## config.mk

```make
export PLATFORM = sky130hd
export DESIGN_NAME = fetch_unit
export DESIGN_NICKNAME = d
export VERILOG_FILES = /design/src/rtl/fetch_unit_pkg.sv /design/src/rtl/fetch_unit.sv
export SDC_FILE = /design/constraint.sdc
export NUM_CORES = 1
export LEC_CHECK = 0
export ABC_CLOCK_PERIOD_IN_PS = 2400
export CORE_MARGIN = 3
export CORE_UTILIZATION = 38
export CTS_CLUSTER_SIZE = 10
export DETAILED_ROUTE_END_ITERATION = 16
export GPL_TIMING_DRIVEN = 0
export PLACE_DENSITY = 0.87
export SKIP_CTS_REPAIR_TIMING = 1
export SKIP_LAST_GASP = 1
export SYNTH_ARGS = -nofsm -noshare
export SYNTH_HDL_FRONTEND = slang
export SYNTH_SLANG_ARGS = --single-unit
export TNS_END_PERCENT = 10
```

## constraint.sdc

```tcl
create_clock -name clk -period 2.4 [get_ports clk]
set_clock_uncertainty 0.05 [all_clocks]
set_input_delay 0.24 -clock clk [delete_from_list [all_inputs] [get_ports clk]]
set_output_delay 0.24 -clock clk [all_outputs]
set_load 0.01 [all_outputs]
```

## src/rtl/fetch_unit_pkg.sv

```systemverilog
// Shared types for the UM-32 fetch stage: memory request bus, memory modes
// and the fetch FSM state encoding.
package fetch_unit_pkg;

   localparam logic [1:0] MEM_MODE_READ  = 2'b00;
   localparam logic [1:0] MEM_MODE_WRITE = 2'b01;

   typedef struct packed {
      logic [1:0]  mode;
      logic [31:0] address;
      logic [31:0] offset;
      logic [31:0] data;
   } mem_in_bus_t;

   typedef enum logic [2:0] {
      ST_IDLE,
      ST_REQ,
      ST_WAIT,
      ST_VALID,
      ST_HALT,
      ST_FAULT
   } fetch_state_t;

endpackage

```

## src/rtl/fetch_unit.sv

```systemverilog
// UM-32 instruction fetch: reads platters from array 0 at the finger and
// presents them to the control unit with a valid/ack handshake.
module fetch_unit
   import fetch_unit_pkg::*;
#(
   parameter int MEM_RD_LAT = 1
) (
   input  logic        clk,
   input  logic        reset,
   input  logic        enable,
   input  logic [31:0] array0_len,
   input  logic [31:0] mem_out,
   input  logic        instr_ack,
   input  logic        jump,
   input  logic [31:0] jump_target,
   input  logic        halt,
   output mem_in_bus_t mem_in,
   output logic [31:0] instr_word,
   output logic        instr_valid,
   output logic [31:0] pc,
   output logic        halted,
   output logic        fault
);

   localparam int               CNT_W    = $clog2(MEM_RD_LAT + 1);
   localparam logic [CNT_W-1:0] CNT_ONE  = CNT_W'(1);
   localparam logic [CNT_W-1:0] CNT_LOAD = CNT_W'(MEM_RD_LAT);

   fetch_state_t     state_q, state_d;
   logic [31:0]      pc_q, pc_d;
   logic [31:0]      word_q, word_d;
   logic [31:0]      off_q, off_d;
   logic [CNT_W-1:0] cnt_q, cnt_d;
   logic             req_now;

   always_ff @(posedge clk or negedge reset) begin
      if (!reset) begin
         state_q <= ST_IDLE;
         pc_q    <= '0;
         word_q  <= '0;
         off_q   <= '0;
         cnt_q   <= '0;
      end else begin
         state_q <= state_d;
         pc_q    <= pc_d;
         word_q  <= word_d;
         off_q   <= off_d;
         cnt_q   <= cnt_d;
      end
   end

   always_comb begin
      state_d = state_q;
      pc_d    = pc_q;
      word_d  = word_q;
      off_d   = off_q;
      cnt_d   = cnt_q;
      req_now = 1'b0;
      case (state_q)
         ST_IDLE: begin
            if (enable) state_d = ST_REQ;
         end
         ST_REQ: begin
            if (pc_q >= array0_len) begin
               state_d = ST_FAULT;
            end else begin
               req_now = 1'b1;
               off_d   = pc_q;
               cnt_d   = CNT_LOAD;
               state_d = ST_WAIT;
            end
         end
         // Offset register already holds pc here, so the request stays stable.
         ST_WAIT: begin
            if (cnt_q == CNT_ONE) begin
               word_d  = mem_out;
               pc_d    = pc_q + 32'd1;
               state_d = ST_VALID;
            end else begin
               cnt_d = cnt_q - CNT_ONE;
            end
         end
         ST_VALID: begin
            if (instr_ack) begin
               if (halt) begin
                  state_d = ST_HALT;
               end else begin
                  if (jump) pc_d = jump_target;
                  state_d = enable ? ST_REQ : ST_IDLE;
               end
            end
         end
         ST_HALT:  state_d = ST_HALT;
         ST_FAULT: state_d = ST_FAULT;
         default:  state_d = ST_IDLE;
      endcase
   end

   // The request offset shows pc combinationally in REQ so mem_sys can sample it at the REQ exit edge.
   always_comb begin
      mem_in         = '0;
      mem_in.mode    = MEM_MODE_READ;
      mem_in.address = '0;
      mem_in.data    = '0;
      mem_in.offset  = req_now ? pc_q : off_q;
   end

   assign instr_word  = word_q;
   assign instr_valid = (state_q == ST_VALID);
   assign pc          = pc_q;
   assign halted      = (state_q == ST_HALT);
   assign fault       = (state_q == ST_FAULT);

endmodule

```

==> impl_results.md <==
- Sw frac: 0.3888
- CP Capture Point: mem_in[33]
- Worst r2r dst: off_q[10]$_DFFE_PN0P_
- Die width: 131.1 µm
- Post-DP HPWL: 14,020 µm
- Num Clock Sinks: 100
- Origin of the critical flop-to-flop path: pc[15]$_DFFE_PN0P_
- Min-Delay Path Class: input pin to flip-flop
- Bufs on Longest Clock Path: 2
- CP max-delay cell: dfrtp_2
- Vias per cell: 4.876
- RSZ-0062 raised after global routing: true
- Critical Path AT: 3080 ps
- Die Area: 17,180 µm²
- Pre-antenna DRT Iters: 5
- Number of synthesized flops with an enable pin: 0
- Non-Filler Instances: 1,114
- Most common cell on crit path: buf_4
- First-pass GRT wire length: 27,360 µm
- Die height: 131.1 µm
- Clk_lat worst skew: 350 ps
- Status: complete, but fails checks
- Worst-path clk slew: 70 ps
- Register area share after synthesis: 0.4209
- Fin. max-slew vios: 0
- Syn. warnings: 0
- Worst EP required: 2110 ps
- Dpl cells: 1,082
- Overflow after GRT: 0
- DR DRC count: 0
- Crit-path cells: ha_1, a21oi_1, o21a_1, o221ai_1, o311a_1, nor4_4, buf_4, buf_4, mux2_2, dlymetal6s2s_1
- CP Launch Type: flip-flop
- Io pins: 267
- Fraction of layout cells with a size suffix above 1: 0.2370
- GR peak layer: met2
- Syn Inst Count: 605
- Met1 GRT Util: 0.2592
- Crit path max-delay family: compound AO/OA/AOI/OAI gates
- Antenna-violating nets left: 0
- Num CTS Buffers: 9
- Share of the synthesized area in the top cell type: 0.4209
- Routed wire length: 18,440 µm
- Synth area leaders: dfrtp_1 42%, buf_4 8.3%, ha_1 6.9%
- Worst path bufs/invs: 3
- Vias in the first global route: 5,196
- Met3 usage in global routing: 0.06037
- Final period util: 1.405
- Clock share of power: 0.138
- Pwr/cell area: 1285 nW/µm²
- Pin count of the biggest net entering global routing: 55
- Max stage delay on crit path: 460 ps
- Initial Util: 0.3897
- Synth Cell Area: 5946 µm²
- Crit path max fanout: 7
- H-tree levels: 3
- FFs w/ async S/R, synth: 1.000
- Met2 GRT Util: 0.3435
- Routed length per instance: 16.55 µm
- Internal: 0.007076 W
- Gpl congestion: 0.8543
- Comb power frac: 0.569
- Placeable Area: 15,260 µm²
- Root buf cell: clkbuf_16
- FF-to-FF setup slack: -480 ps
- Fmax: 0.2967 GHz
- Number of cells on the critical path: 10
- Critical path type: flip-flop to primary output
- CTS tree: yes
- Setup slack after layout: -970.9 ps
- Syn_area_per_cell: 9.828 µm²
- Port bufs: 200
- Row cnt: 45
- Peak supply drop: 0.5190 mV
- Failing checks: setup timing
- Slew headroom: 0.5130
- Final setup fails: 73
- Area growth from synthesis to layout: 51.58%
- Fin util: 0.5907
- Worst reg2reg path depth: 10
- Critical path endpoint category: primary output
- Critical Path Source: pc[9]$_DFFE_PN0P_
- Initial antenna violation count: 0
- Least-Margin Pin Slew: 730.6 ps
- Top_reg_cell synth: dfrtp_1
- Switch Pwr: 0.004501 W
- Area leader, netlist: dfrtp_1
- Iter 0 DRT Violations: 292
- Leak: 4.176 nW
- Sequential Power Share: 0.293
- Nets@finish: 1,033
- Via count: 5,432
- Tmin final: 3371 ps
- Antenna fix cells: 0
- Total GRT Usage: 0.2053
- Flops & latches, synth: 100
- Netlist cell types: 44
- Number of max-cap violations: 0
- Fin. Hold Viols: 0
## synthesized netlist by cell type, types with 2 or more instances
cell / instances
dfrtp_1: 100
a21oi_1: 74
buf_4: 66
inv_1: 44
nand2_1: 43
mux2_2: 35
ha_1: 33
o21ai_0: 28
clkbuf_1: 23
nor2_1: 23
nand3_1: 22
mux2_4: 20
o22ai_1: 19
nand4_1: 12
mux2_1: 9
nor3_1: 6
and3_1: 5
o32ai_1: 4
buf_6: 3
nand2b_1: 3
or3_1: 3
a21o_1: 2
a31oi_1: 2
buf_1: 2
nor2b_1: 2
nor4_4: 2
o2bb2ai_1: 2
o31ai_1: 2
## worst reg2reg max path: cells and delay by family, from the launching register on
kind                     cells  cell delay (ps)
flip-flops                   1              470
multiplexers                 1              310
AND/OR/NAND/NOR              3              670
AO/OA/AOI/OAI                2              530
buffers and inverters        3              450
adder cells (fa/ha/maj)      1              300
## logic make-up after synthesis
family                   count (synthesis)  share of synthesized area
AO/OA/AOI/OAI                          143                     0.1364
adder cells (fa/ha/maj)                 33                    0.06945
buffers and inverters                  138                     0.1326
flip-flops                             100                     0.4209
multiplexers                            64                     0.1338
other                                    1                  0.0006307
AND/OR/NAND/NOR                        126                     0.1063
## layout by cell type (no fill, tap or decap), types with 3 or more instances in the layout
| cell type | instances |
|---|---|
| buf_12 | 3 |
| dlymetal6s2s_1 | 3 |
| dfrtp_1 | 88 |
| a21oi_1 | 74 |
| nand4_1 | 12 |
| nand2_1 | 43 |
| mux2_2 | 35 |
| o21ai_0 | 28 |
| buf_6 | 12 |
| dfrtp_2 | 12 |
| clkdlybuf4s50_1 | 167 |
| buf_4 | 80 |
| nor3_1 | 6 |
| clkbuf_2 | 18 |
| clkbuf_1 | 26 |
| clkbuf_16 | 10 |
| mux2_4 | 29 |
| or3_1 | 3 |
| and3_1 | 5 |
| ha_4 | 4 |
| nor2_1 | 23 |
| o22ai_1 | 19 |
| conb_1 | 66 |
| nand3_1 | 22 |
| o32ai_1 | 4 |
| nand2b_1 | 3 |
| inv_1 | 44 |
| ha_1 | 29 |
## cell type report
type,instances,area (µm²)
Tap cell,211,264.0
Inverter,44,165.2
Clock inverter,3,68.82
Clock buffer,13,250.2
Timing Repair Buffer,217,2102
Multi-Input combinational cell,432,2995
Buffer,94,649.4
Sequential cell,100,2517
Fill cell,1318,6246
## per-stage QoR
stage / total power [W] / setup slack (ps) / cell area, µm² / setup TNS (ps) / hold slack (ps)
2_1_floorplan: 0.006692 / -307.8 / 6267 / -15430 / -105.6
3_3_place_gp: 0.009595 / -3299 / 8533 / -361180 / 425.5
3_5_place_dp: 0.009803 / -1392 / 8558 / -69960 / 298.4
4_1_cts: 0.01145 / -1569 / 8877 / -68740 / -79.18
5_1_grt: 0.01236 / -1083 / 9012 / -58500 / 419.0
6_report: 0.01158 / -970.9 / 9012 / -43660 / 411.1
## worst min-delay path by stage
| stage | cells past startpoint | slack (ps) | from | endpoint |
|---|---|---|---|---|
| floorplan | 0 | -110 | reset | cnt_q$_DFFE_PN0P_ |
| global placement | 1 | 430 | off_q[8]$_DFFE_PN0P_ | off_q[8]$_DFFE_PN0P_ |
| detailed placement | 1 | 300 | reset | instr_word[24]$_DFFE_PN0P_ |
| CTS | 1 | -80 | reset | instr_word[29]$_DFFE_PN0P_ |
| global route | 3 | 420 | jump_target[1] | pc[1]$_DFFE_PN0P_ |
| finish | 3 | 410 | jump_target[1] | pc[1]$_DFFE_PN0P_ |
## power groups by stage
stage	Clock [W]	Sequential (W)	Combinational, W
floorplan	0	0.00343	0.00327
global placement	0	0.00335	0.00625
detailed placement	0	0.00341	0.00639
CTS	0.00163	0.00338	0.00644
global route	0.00170	0.00352	0.00714
finish	0.00160	0.00339	0.00658
## state kept, by name, indices dropped and copies added, names as in the netlist
register,cells
instr_word,32
off_q,32
cnt_q,1
pc,32
state_q,3
## metal layers
layer | routed length [µm] | part of all wire
met1 | 7467 | 0.40
met2 | 9328 | 0.51
met3 | 1379 | 0.075
met4 | 266 | 0.014
met5 | 0 | 0
Power figures use the tool's default switching activity.
